## src/rtl/control_unit.sv

```systemverilog
// control_unit: hardwired control sequencer for the 32-bit bus-based CPU.
// It fetches, decodes and executes one instruction at a time, one control
// step per clock. Every datapath strobe is decoded combinationally from the
// current step and the IR opcode. The block has no valid/ready handshake:
// the datapath obeys the strobes unconditionally in the cycle they are high.
// The current step is held in `state` so checkers can bind to it directly.
module control_unit (
    input  logic       clock,
    input  logic       clear,
    input  logic [4:0] ir_op,
    input  logic       con_ff,
    input  logic       stop,
    output logic       run,
    output logic       gra,
    output logic       grb,
    output logic       grc,
    output logic       rin,
    output logic       rout,
    output logic       ba_out,
    output logic       c_out,
    output logic       pc_out,
    output logic       pc_in,
    output logic       inc_pc,
    output logic       ir_in,
    output logic       mar_in,
    output logic       mdr_in,
    output logic       mdr_out,
    output logic       read,
    output logic       write,
    output logic       y_in,
    output logic       z_in,
    output logic       zlo_out,
    output logic       hi_out,
    output logic       lo_out,
    output logic       con_in,
    output logic [4:0] ops
);

    // Control steps
    localparam logic [3:0] S_RESET = 4'd0;
    localparam logic [3:0] S_T0    = 4'd1;
    localparam logic [3:0] S_T1    = 4'd2;
    localparam logic [3:0] S_T2    = 4'd3;
    localparam logic [3:0] S_T3    = 4'd4;
    localparam logic [3:0] S_T4    = 4'd5;
    localparam logic [3:0] S_T5    = 4'd6;
    localparam logic [3:0] S_T6    = 4'd7;
    localparam logic [3:0] S_T7    = 4'd8;
    localparam logic [3:0] S_HALT  = 4'd9;

    // Opcodes (IR[31:27])
    localparam logic [4:0] OP_LD   = 5'b00000;
    localparam logic [4:0] OP_LDI  = 5'b00001;
    localparam logic [4:0] OP_ST   = 5'b00010;
    localparam logic [4:0] OP_ADD  = 5'b00011;
    localparam logic [4:0] OP_SUB  = 5'b00100;
    localparam logic [4:0] OP_AND  = 5'b00101;
    localparam logic [4:0] OP_OR   = 5'b00110;
    localparam logic [4:0] OP_ADDI = 5'b01100;
    localparam logic [4:0] OP_ANDI = 5'b01101;
    localparam logic [4:0] OP_ORI  = 5'b01110;
    localparam logic [4:0] OP_BR   = 5'b10010;
    localparam logic [4:0] OP_JR   = 5'b10100;
    localparam logic [4:0] OP_MFHI = 5'b10111;
    localparam logic [4:0] OP_MFLO = 5'b11000;
    localparam logic [4:0] OP_HALT = 5'b11011;

    // ALU operation selects
    localparam logic [4:0] ALU_NONE = 5'b00000;
    localparam logic [4:0] ALU_ADD  = 5'b00011;
    localparam logic [4:0] ALU_SUB  = 5'b00100;
    localparam logic [4:0] ALU_AND  = 5'b00101;
    localparam logic [4:0] ALU_OR   = 5'b00110;

    logic [3:0] state;
    logic [3:0] next_state;

    logic is_alu, is_imm, is_ldi, is_ld, is_st, is_br;
    logic is_jr, is_mfhi, is_mflo, is_halt;
    logic [4:0] alu_sel;

    assign is_alu  = (ir_op == OP_ADD) || (ir_op == OP_SUB) ||
                     (ir_op == OP_AND) || (ir_op == OP_OR);
    assign is_imm  = (ir_op == OP_ADDI) || (ir_op == OP_ANDI) || (ir_op == OP_ORI);
    assign is_ldi  = (ir_op == OP_LDI);
    assign is_ld   = (ir_op == OP_LD);
    assign is_st   = (ir_op == OP_ST);
    assign is_br   = (ir_op == OP_BR);
    assign is_jr   = (ir_op == OP_JR);
    assign is_mfhi = (ir_op == OP_MFHI);
    assign is_mflo = (ir_op == OP_MFLO);
    assign is_halt = (ir_op == OP_HALT);

    // ALU function for register and immediate arithmetic/logic ops
    always_comb begin
        alu_sel = ALU_NONE;
        case (ir_op)
            OP_ADD, OP_ADDI: alu_sel = ALU_ADD;
            OP_SUB:          alu_sel = ALU_SUB;
            OP_AND, OP_ANDI: alu_sel = ALU_AND;
            OP_OR,  OP_ORI:  alu_sel = ALU_OR;
            default:         alu_sel = ALU_NONE;
        endcase
    end

    // Step register; clear aborts any instruction immediately
    always_ff @(posedge clock or negedge clear) begin
        if (!clear) state <= S_RESET;
        else        state <= next_state;
    end

    // Step sequencing: each instruction ends by returning to T0
    always_comb begin
        next_state = state;
        case (state)
            S_RESET: next_state = S_T0;
            S_T0:    next_state = stop ? S_HALT : S_T1;
            S_T1:    next_state = S_T2;
            S_T2:    next_state = S_T3;
            S_T3: begin
                if (is_halt)
                    next_state = S_HALT;
                else if (is_alu || is_imm || is_ldi || is_ld || is_st || is_br)
                    next_state = S_T4;
                else
                    next_state = S_T0;
            end
            S_T4:    next_state = S_T5;
            S_T5:    next_state = (is_ld || is_st || is_br) ? S_T6 : S_T0;
            S_T6:    next_state = (is_ld || is_st) ? S_T7 : S_T0;
            S_T7:    next_state = S_T0;
            S_HALT:  next_state = S_HALT;
            default: next_state = S_RESET;
        endcase
    end

    // Strobe decode from the current step and opcode
    always_comb begin
        run = 1'b0;  gra = 1'b0;  grb = 1'b0;  grc = 1'b0;
        rin = 1'b0;  rout = 1'b0; ba_out = 1'b0; c_out = 1'b0;
        pc_out = 1'b0; pc_in = 1'b0; inc_pc = 1'b0; ir_in = 1'b0;
        mar_in = 1'b0; mdr_in = 1'b0; mdr_out = 1'b0; read = 1'b0;
        write = 1'b0; y_in = 1'b0; z_in = 1'b0; zlo_out = 1'b0;
        hi_out = 1'b0; lo_out = 1'b0; con_in = 1'b0; ops = ALU_NONE;
        case (state)
            S_T0: begin
                run = 1'b1; pc_out = 1'b1; mar_in = 1'b1; inc_pc = 1'b1; z_in = 1'b1;
            end
            S_T1: begin
                run = 1'b1; zlo_out = 1'b1; pc_in = 1'b1; read = 1'b1; mdr_in = 1'b1;
            end
            S_T2: begin
                run = 1'b1; mdr_out = 1'b1; ir_in = 1'b1;
            end
            S_T3: begin
                run = 1'b1;
                if (is_alu || is_imm) begin
                    grb = 1'b1; rout = 1'b1; y_in = 1'b1;
                end else if (is_ldi || is_ld || is_st) begin
                    grb = 1'b1; ba_out = 1'b1; y_in = 1'b1;
                end else if (is_br) begin
                    gra = 1'b1; rout = 1'b1; con_in = 1'b1;
                end else if (is_jr) begin
                    gra = 1'b1; rout = 1'b1; pc_in = 1'b1;
                end else if (is_mfhi) begin
                    hi_out = 1'b1; gra = 1'b1; rin = 1'b1;
                end else if (is_mflo) begin
                    lo_out = 1'b1; gra = 1'b1; rin = 1'b1;
                end
            end
            S_T4: begin
                run = 1'b1;
                if (is_alu) begin
                    grc = 1'b1; rout = 1'b1; ops = alu_sel; z_in = 1'b1;
                end else if (is_imm) begin
                    c_out = 1'b1; ops = alu_sel; z_in = 1'b1;
                end else if (is_ldi || is_ld || is_st) begin
                    c_out = 1'b1; ops = ALU_ADD; z_in = 1'b1;
                end else if (is_br) begin
                    pc_out = 1'b1; y_in = 1'b1;
                end
            end
            S_T5: begin
                run = 1'b1;
                if (is_alu || is_imm || is_ldi) begin
                    zlo_out = 1'b1; gra = 1'b1; rin = 1'b1;
                end else if (is_ld || is_st) begin
                    zlo_out = 1'b1; mar_in = 1'b1;
                end else if (is_br) begin
                    c_out = 1'b1; ops = ALU_ADD; z_in = 1'b1;
                end
            end
            S_T6: begin
                run = 1'b1;
                if (is_ld) begin
                    read = 1'b1; mdr_in = 1'b1;
                end else if (is_st) begin
                    // read stays low so the MDR captures the bus, not memory
                    gra = 1'b1; rout = 1'b1; mdr_in = 1'b1;
                end else if (is_br && con_ff) begin
                    zlo_out = 1'b1; pc_in = 1'b1;
                end
            end
            S_T7: begin
                run = 1'b1;
                if (is_ld) begin
                    mdr_out = 1'b1; gra = 1'b1; rin = 1'b1;
                end else if (is_st) begin
                    write = 1'b1;
                end
            end
            default: begin
                run = 1'b0;
            end
        endcase
    end

endmodule
```

## config.mk

```make
export PLATFORM = sky130hd
export DESIGN_NAME = control_unit
export DESIGN_NICKNAME = d
export VERILOG_FILES = /design/src/rtl/control_unit.sv
export SDC_FILE = /design/constraint.sdc
export NUM_CORES = 1
export LEC_CHECK = 0
export CAP_MARGIN = 20
export CORE_UTILIZATION = 43
export DETAILED_ROUTE_END_ITERATION = 10
export PLACE_DENSITY = 0.8
export SLEW_MARGIN = 10
export SYNTH_ARGS = -nofsm -noshare
export SYNTH_HDL_FRONTEND = slang
export SYNTH_SLANG_ARGS = --single-unit
```

## constraint.sdc

```tcl
create_clock -name clock -period 1.53 [get_ports clock]
set_input_delay 0.153 -clock clock [delete_from_list [all_inputs] [get_ports clock]]
set_output_delay 0.153 -clock clock [all_outputs]
set_load 0.03 [all_outputs]
```

==> flow_summary.yaml, run 1 <==
outcome:
  status: "did not finish"
  stop_stage: "global routing"
  error: "[ERROR DPL-0038] Utilization greater than 100%, impossible to legalize"
clock_network:
  cts_root_buf: "clkbuf_4"
  numCtsBuffers: 3
  htree_num_levels: 1
  numClockSinks: 4
  clockBufferDepth: 2
  ctsHoldBuffers: 0
logic_synthesis:
  synth.distinct_cells: 46
  synth.avg_cell_area_um2: 6.86
  syn_inst: 132
  ys.warnings.count: 0
  synth-seq-cells: 4
  synth.cell_area_um2: 906
  async_reset_ff_share_pct: 100
  ys_seq_area_share_pct: 11.0
  synth_edf_count: 0
  synth_flop_cell: "dfrtp_1"
placed_design:
  gp_congestion: 0.931
  hpwl_mm: 2.82
  place.port_buffers: 34
  dp_cells: 236
floorplan:
  rows: 16
  initial_core_util_pct: 46.2
  die_h_um: 47.9
  die_x_um: 47.9
  pin_count: 37
timing:
  worstEndpointGrtRepair: "rin"
  worstEpCategory: "output port"
global_route:
  grt_max_degree: 11
## what timing repair did
item | in CTS
buffers inserted | 6
endpoints found under the setup margin | 29
pin swaps | 7
gates cloned | 0
endpoints found under the hold margin | 0
gates resized for setup | 57
## cell usage after synthesis, types with 3 or more instances
master | count | share of area, %
nor3_1 | 8 | 4.4
and3_1 | 4 | 2.8
buf_2 | 3 | 1.7
a21oi_1 | 9 | 5.0
nand3_1 | 5 | 2.8
nor2_1 | 19 | 7.9
dfrtp_1 | 4 | 11
nand2_1 | 9 | 3.7
o21ai_0 | 7 | 3.9
buf_4 | 3 | 2.5
buf_6 | 4 | 5.0
clkbuf_8 | 3 | 4.6
nor2b_1 | 3 | 2.1
o22ai_1 | 3 | 2.1
inv_1 | 5 | 2.1
## stage by stage
stage	utilization (%)	worst slack (ns)	hold slack [ns]	TNS, ns	cell area (µm²)
CTS	92.7	-0.329	0.114	-3.91	1820
floorplan	-	-0.202	-0.143	-0.365	968
global placement	80.0	-0.517	0.359	-9.18	1570
detailed placement	80.0	-0.533	0.367	-10.59	1570
## cell families after synthesis
kind of cell,count (synthesis),share of synthesized area (%)
flip-flops,4,11.1
other,1,0.414
AO/OA/AOI/OAI,38,29.3
XOR/XNOR,4,3.87
buffers and inverters,19,16.2
AND/OR/NAND/NOR,66,39.2
==> run 2, diff against run 1 <==
--- a/config.mk
+++ b/config.mk
@@ -6,9 +6,10 @@
 export NUM_CORES = 1
 export LEC_CHECK = 0
 export CAP_MARGIN = 20
-export CORE_UTILIZATION = 43
+export CORE_AREA = 2 2 63 65
 export DETAILED_ROUTE_END_ITERATION = 10
-export PLACE_DENSITY = 0.8
+export DIE_AREA = 0 0 65 67
+export PLACE_DENSITY_LB_ADDON = 0.15
 export SLEW_MARGIN = 10
 export SYNTH_ARGS = -nofsm -noshare
 export SYNTH_HDL_FRONTEND = slang
==> run 2 against run 1 <==
Against the previous run:
- the flow now finishes, with violations (negative setup slack)
- synthesized cell count unchanged
- synthesized area unchanged
==> flow_summary.yaml, run 2 <==
outcome:
  status: "finished with violations"
  violations: "negative setup slack"
logic_synthesis:
  synth.avg_cell_area_um2: 6.86
  ys_seq_area_share_pct: 11.0
  synth_flop_cell: "dfrtp_1"
  synth.most_common_cell: "nor2_1"
  synth-seq-cells: 4
  async_reset_ff_share_pct: 100
  synth.cell_area_um2: 906
  syn_inst: 132
  ys_top_cells_by_count: "nor2_1, a21oi_1, nand2_1, nor3_1, o21ai_0"
  synth_edf_count: 0
  yosys-top-cells-area: "dfrtp_1, nor2_1, a21oi_1"
  synth_top_area_share_pct: 11.0
  ys.warnings.count: 0
  synth.distinct_cells: 46
  synth_top_area_cell: "dfrtp_1"
clock_network:
  htree_num_levels: 1
  clockBufferDepth: 2
  ctsHoldBuffers: 0
  insertion_delay_ns: 0.21
  numCtsBuffers: 3
  clk_pin_slew_ns: 0.03
  numClockSinks: 4
  tritoncts: "done"
  cts_root_buf: "clkbuf_8"
placed_design:
  dp_cells: 259
  hpwl_mm: 2.86
  gp_congestion: 0.896
  place.port_buffers: 34
power_and_ir_drop:
  p_leak_uw: 0.000966
  ir_worst_vdd_mv: 0.823
  power_uw: 2660
  p_per_area_nw_per_um2: 1240
global_route:
  first_global_vias: 1338
  antenna_found_initial: 0
  grt_overflow: 0
  grt_max_degree: 10
  grt_pass1_wl_mm: 6.35
  grtUsageTotal_pct: 18.6
  grt_util_met2_pct: 32.7
  grt_most_used_layer: "met2"
  use_met3_pct: 1.18
  grt.met1_usage_pct: 24.2
floorplan:
  die_x_um: 65
  pin_count: 37
  die-area_um2: 4360
  die_h_um: 67
  core_um2: 3610
  initial_core_util_pct: 25.1
  rows: 22
layout:
  num-nets-final: 242
  instances_no_fill: 279
  final_cell_mix: "buf_4, buf_6, nor2_4, nor2_1, a21oi_1"
  drive_gt1_share_pct: 71.9
  final_common_cell: "buf_4"
  syn2layout_area_growth_pct: 136
  regMostFlops: "state"
  largest_reg_flops: 4
  top_regs: "state (4)"
  diodes: 0
  fillers: 303
timing:
  min_period_over_period_pct: 122
  finalHoldViolCount: 0
  setup-violations-final: 22
  slew_violations: 0
  hold_slack_ns: 0.140
  finalCriticalPeriod_ns: 1.86
  rsz0062_at_grt: "yes"
  skew_ns: 0.00223
  setup_ws_ns: -0.331
  fmax_mhz: 537
worst_setup_path:
  worstPathCellList: "or4_4 -> buf_4 -> a211oi_2 -> buf_4"
  worstSetupEndpoint: "ops[2]"
  reg2reg_to: "state[3]"
  cpPeakStageDelay_ns: 0.55
  ff2ff_path_depth: 6
  worstSetupEndpointType: "output port"
  cp.required_ns: 1.38
  start_kind: "flop"
  r2r_start: "state[2]"
  cp_max_fo: 7
  path_common_cell: "buf_4"
  critPathSlowestCell: "or4_4"
  crit_type: "reg2out"
  cp.arrival_ns: 1.71
  r2r_setup_slack_ns: 0.01
  startpoint: "state[1]"
route:
  wl_per_cell_um: 14.9
  first_pass_iters: 4
  drt_iter0_markers: 46
  num_vias: 1419
  viasPerCell: 5.09
  finalWirelength_mm: 4.14
  ant_nets: 0
  drc: 0
job:
  cap_violations: 0
hold_path:
  hp-class: "in2async"
run 2: cell counts after synthesis:
Identical to the previous run, type by type.
run 2: critical path: cells and delay by family, from the launching register on:
family	cells	cell delay, ns
AOI/OAI and AO/OA	1	0.14
buffers and inverters	2	0.35
and+or+nand+nor	1	0.55
DFF	1	0.46
run 2: area by class of cell:
class / count / area (µm²) / area share (%)
multi-input combinational: 110 / 967 / 45.2
timing repair buffer: 109 / 947 / 44.2
sequential: 4 / 103 / 4.79
tap: 48 / 60.1 / 2.80
clock buffer: 3 / 41.3 / 1.93
inverter: 5 / 23.8 / 1.11
run 2: logic make-up after synthesis:
group	Yosys count	share of synthesized area (%)
AND/OR/NAND/NOR	66	39.2
AO/OA/AOI/OAI	38	29.3
buffers and inverters	19	16.2
XOR/XNOR	4	3.87
flip-flops	4	11.1
other	1	0.414
run 2: metal layers:
metal / share of wire [%] / up-vias / routed length [µm]
met5: 0 / - / 0
met1: 42 / 686 / 1760
met3: 3.6 / 9 / 149
met2: 52 / 44 / 2150
li1: - / 680 / -
met4: 2.1 / 0 / 88
run 2: worst min path at each step:
stage / cells past startpoint / slack [ns] / start / to
6_report: 1 / 0.14 / clear / state[2]
5_1_grt: 1 / 0.16 / clear / state[2]
2_1_floorplan: 0 / -0.14 / clear / state[0]
3_5_place_dp: 1 / 0.36 / clear / state[0]
3_3_place_gp: 1 / 0.36 / clear / state[3]
4_1_cts: 1 / 0.14 / clear / state[2]
run 2: where the power goes:
group	total, µW	leakage, µW	internal (µW)	switching, µW
combinational	2220	0.000897	1100	1130
sequential	223	0.0000477	152	70.9
clock	214	0.0000216	167	46.9
run 2: timing repair:
item                                    4_1_cts  5_1_grt
gates cloned                                  1        0
resized for setup                            57       52
endpoints found under the setup margin       29       29
buffers inserted                              4       13
pin swaps                                    19       26
endpoints found under the hold margin         0        0
run 2: through the flow:
| step | area, µm² | util [%] | TNS [ns] | setup slack [ns] |
|---|---|---|---|---|
| 2_1_floorplan | 968 | - | -0.365 | -0.202 |
| 3_3_place_gp | 1610 | 44.7 | -8.14 | -0.417 |
| 3_5_place_dp | 1610 | 44.7 | -8.68 | -0.461 |
| 4_1_cts | 1860 | 51.5 | -4.42 | -0.338 |
| 5_1_grt | 2140 | 59.4 | -6.22 | -0.385 |
| 6_report | 2140 | 59.4 | -4.91 | -0.331 |
No activity file was read; power rests on OpenSTA's default activity.
==> run 3, diff against run 2 <==
--- a/config.mk
+++ b/config.mk
@@ -9,6 +9,7 @@
 export CORE_AREA = 2 2 63 65
 export DETAILED_ROUTE_END_ITERATION = 10
 export DIE_AREA = 0 0 65 67
+export HOLD_SLACK_MARGIN = 0.12
 export PLACE_DENSITY_LB_ADDON = 0.15
 export SLEW_MARGIN = 10
 export SYNTH_ARGS = -nofsm -noshare
==> results of run 3 <==
Same layout as run 2: the final DEF is identical, and so are final timing and power.
==> run 4, diff against run 3 <==
--- a/config.mk
+++ b/config.mk
@@ -11,7 +11,7 @@
 export DIE_AREA = 0 0 65 67
 export HOLD_SLACK_MARGIN = 0.12
 export PLACE_DENSITY_LB_ADDON = 0.15
-export SLEW_MARGIN = 10
+export SLEW_MARGIN = 20
 export SYNTH_ARGS = -nofsm -noshare
 export SYNTH_HDL_FRONTEND = slang
 export SYNTH_SLANG_ARGS = --single-unit
==> results of run 4 <==
Same layout as run 2: the final DEF is identical, and so are final timing and power.
==> patch 1 (config.mk and constraints of run 3) <==
Put a register stage on the output `mdr_in`, with the module's reset. The value now appears one clock later. The other outputs are not delayed to match.
--- a/src/rtl/control_unit.sv
+++ b/src/rtl/control_unit.sv
@@ -73,4 +73,6 @@
     localparam logic [4:0] ALU_OR   = 5'b00110;
 
+    logic mdr_in_d;
+
     logic [3:0] state;
     logic [3:0] next_state;
@@ -140,5 +142,5 @@
         rin = 1'b0;  rout = 1'b0; ba_out = 1'b0; c_out = 1'b0;
         pc_out = 1'b0; pc_in = 1'b0; inc_pc = 1'b0; ir_in = 1'b0;
-        mar_in = 1'b0; mdr_in = 1'b0; mdr_out = 1'b0; read = 1'b0;
+        mar_in = 1'b0; mdr_in_d = 1'b0; mdr_out = 1'b0; read = 1'b0;
         write = 1'b0; y_in = 1'b0; z_in = 1'b0; zlo_out = 1'b0;
         hi_out = 1'b0; lo_out = 1'b0; con_in = 1'b0; ops = ALU_NONE;
@@ -148,5 +150,5 @@
             end
             S_T1: begin
-                run = 1'b1; zlo_out = 1'b1; pc_in = 1'b1; read = 1'b1; mdr_in = 1'b1;
+                run = 1'b1; zlo_out = 1'b1; pc_in = 1'b1; read = 1'b1; mdr_in_d = 1'b1;
             end
             S_T2: begin
@@ -194,8 +196,8 @@
                 run = 1'b1;
                 if (is_ld) begin
-                    read = 1'b1; mdr_in = 1'b1;
+                    read = 1'b1; mdr_in_d = 1'b1;
                 end else if (is_st) begin
                     // read stays low so the MDR captures the bus, not memory
-                    gra = 1'b1; rout = 1'b1; mdr_in = 1'b1;
+                    gra = 1'b1; rout = 1'b1; mdr_in_d = 1'b1;
                 end else if (is_br && con_ff) begin
                     zlo_out = 1'b1; pc_in = 1'b1;
@@ -216,3 +218,11 @@
     end
 
+    always_ff @(posedge clock or negedge clear) begin
+        if (!clear) begin
+            mdr_in <= '0;
+        end else begin
+            mdr_in <= mdr_in_d;
+        end
+    end
+
 endmodule
Formal check against the unedited RTL: not equivalent (Yosys sat finds a counterexample within 4 cycles, from zero or initial values).
==> patch 1 against run 3 <==
  * The run still ends with setup timing left
  * Core utilization rose by 2.5 points
  * Largest cell class unchanged
  * Sequential cell count increased by 1
  * Routed wire length up 2.9%
  * Non-clock buffer count down 4
  * Critical endpoint is now c_out
  * Setup slack got worse by 0.063 ns
  * Power increased by 9.3%
  * Largest power group unchanged
  * Synthesized cell count fell by 2.3%
  * Cell area is 4.2% higher
  * Synthesized area decreased by 2.1%
==> patch 1: results (changes against run 3) <==
metric	value	unit	change
synth-compound-area-share	22.99	%	-6.3 points
grt_pass1_wl	6465	um	+1.8%
vias_per_cell	5.022		-1.3%
drive_gt1_share	70.35	%	-1.5 points
reg_top3	state x4, mdr_in x1		
drt_first_iter_violations	51		+11%
postSynth.asyncResetShare	100.0	%	unchanged
finClkSkew	0.001648	ns	-0.0005865 ns
yosysUniqueCellTypes	50		+8.7%
p_leak	0.9749	nW	+0.93%
synth-xor-area-share	2.962	%	-0.91 points
synth_common_cells	14 x nor2_1, 12 x nand2_1, 9 x buf_2		
place_area	1662	um2	+3.1%
grt_max_degree	10		unchanged
dr_wl_met3	158	um	+6.0%
cts_made_buffers	3		unchanged
synthMuxAreaShare	1.269	%	+1.3 points
io_buffers	34		unchanged
synthTopCellsByArea	dfrtp_1 14%, nor2_1 5.9%, buf_2 5.1%, nand2_1 5.1%, o21ai_0 4.5%		
first_pass_iters	4		unchanged
layout_setup_ws	-0.3940	ns	-0.06269 ns
crit_fanout	6		-1
ys.flop_type	dfrtp_1		
wl_met2	2225	um	+3.6%
first_global_vias	1330		-0.60%
dr.max_layer_used	met4		
synth_seq_area_share	14.10	%	+3.1 points
clkSlewWorstSetupHoldPaths	0.03	ns	about the same
finalSetupViolCount	24		+9.1%
grt_usage	19.01	%	+0.42 points
arrival	1.77	ns	+0.06 ns
hp-class	primary input to asynchronous set/reset pin		
drt_wl_total	4264	um	+2.9%
antenna_found_initial	0		unchanged
wl_met1	1845	um	+5.0%
synth_fa_ha_area_share	0	%	unchanged
violations	setup timing		
dp_hpwl	3022	um	+5.7%
status	finished with violations		
ys_warn_count	0		unchanged
antennaDiodeCount	0		unchanged
p_sw_share	47.70	%	+0.98 points
clockBufferDepth	2		unchanged
gp_congestion	0.8438		-5.8%
ctsHtreeMaxLevel	1		unchanged
cts_root_buffer	clkbuf_8		
fin_nets	236		-2.5%
clock_latency	0.22	ns	
slew_violations	0		unchanged
ir_worst_vdd	0.5854	mV	-29%
[patch 1: power by group through the flow]
stage	Clock (W)	Combinational, W	Sequential (W)
after floorplan	0	0.000963	0.000250
after global placement	0	0.00168	0.000275
after detailed placement	0	0.00169	0.000272
after CTS	0.000242	0.00196	0.000293
after global routing	0.000257	0.00249	0.000322
final	0.000239	0.00236	0.000316
[patch 1: final timing paths]
| path | slack, ns | end | cells past startpoint | from |
|---|---|---|---|---|
| worst max-delay path | -0.39 | c_out | 5 | state[2]$_DFF_PN0_ |
| worst min-delay path | 0.15 | mdr_in$_DFF_PN0_ | 1 | clear |
| worst max register to register | 0.02 | state[3]$_DFF_PN0_ | 7 | state[2]$_DFF_PN0_ |
| worst min register to register | 0.73 | state[0]$_DFF_PN0_ | 2 | state[2]$_DFF_PN0_ |
| max in group asynchronous | 1.17 | state[3]$_DFF_PN0_ | 1 | clear |
| min in group clock | 0.64 | state[0]$_DFF_PN0_ | 5 | ir_op[2] |
[patch 1: per-stage QoR]
step / setup WS (ns) / std cells / total power, W / setup TNS (ns)
floorplan: -0.2845 / 130 / 0.001214 / -2.116
global placement: -0.4880 / 257 / 0.001952 / -8.705
detailed placement: -0.4858 / 257 / 0.001959 / -8.700
CTS: -0.3702 / 266 / 0.002497 / -5.154
global route: -0.4344 / 274 / 0.003073 / -7.293
finish: -0.3940 / 274 / 0.002910 / -5.858
[patch 1: critical path, stage by stage, from the launching register on]
cell and delay, ns:
dfrtp_2 0.45, buf_6 0.13, nand2b_4 0.05, or3_4 0.46
o41ai_4 0.25, buf_4 0.22
[patch 1: logic make-up (layout without fill, tap and decap cells)]
kind of cell    count (synthesis)  after routing
simple gates                   73             73
xor+xnor                        3              3
flops                           5              5
other cells                     1              2
mux                             1              1
compound gates                 29             29
buf+inv                        17            113
[patch 1: area by class of cell]
type	instances	area, um2
fill	304	1374
multi-input combinational	108	1030
timing repair buffer	105	952.2
sequential	5	130.1
tap	48	60.06
clock buffer	4	45.04
inverter	4	15.01
[patch 1: repair_timing]
item | in CTS | in global routing
pin swaps | 11 | 18
buffers inserted | 4 | 8
gates resized for setup | 74 | 44
cloned | 1 | 0
setup endpoints to repair | 30 | 26
[patch 1: per-layer routing]
| layer | vias up | track usage (%) |
|---|---|---|
| li1 | 662 | - |
| met1 | 667 | 24.70 |
| met2 | 43 | 35.18 |
| met3 | 4 | 2.196 |
| met4 | 0 | 0.7979 |
| met5 | - | 0 |
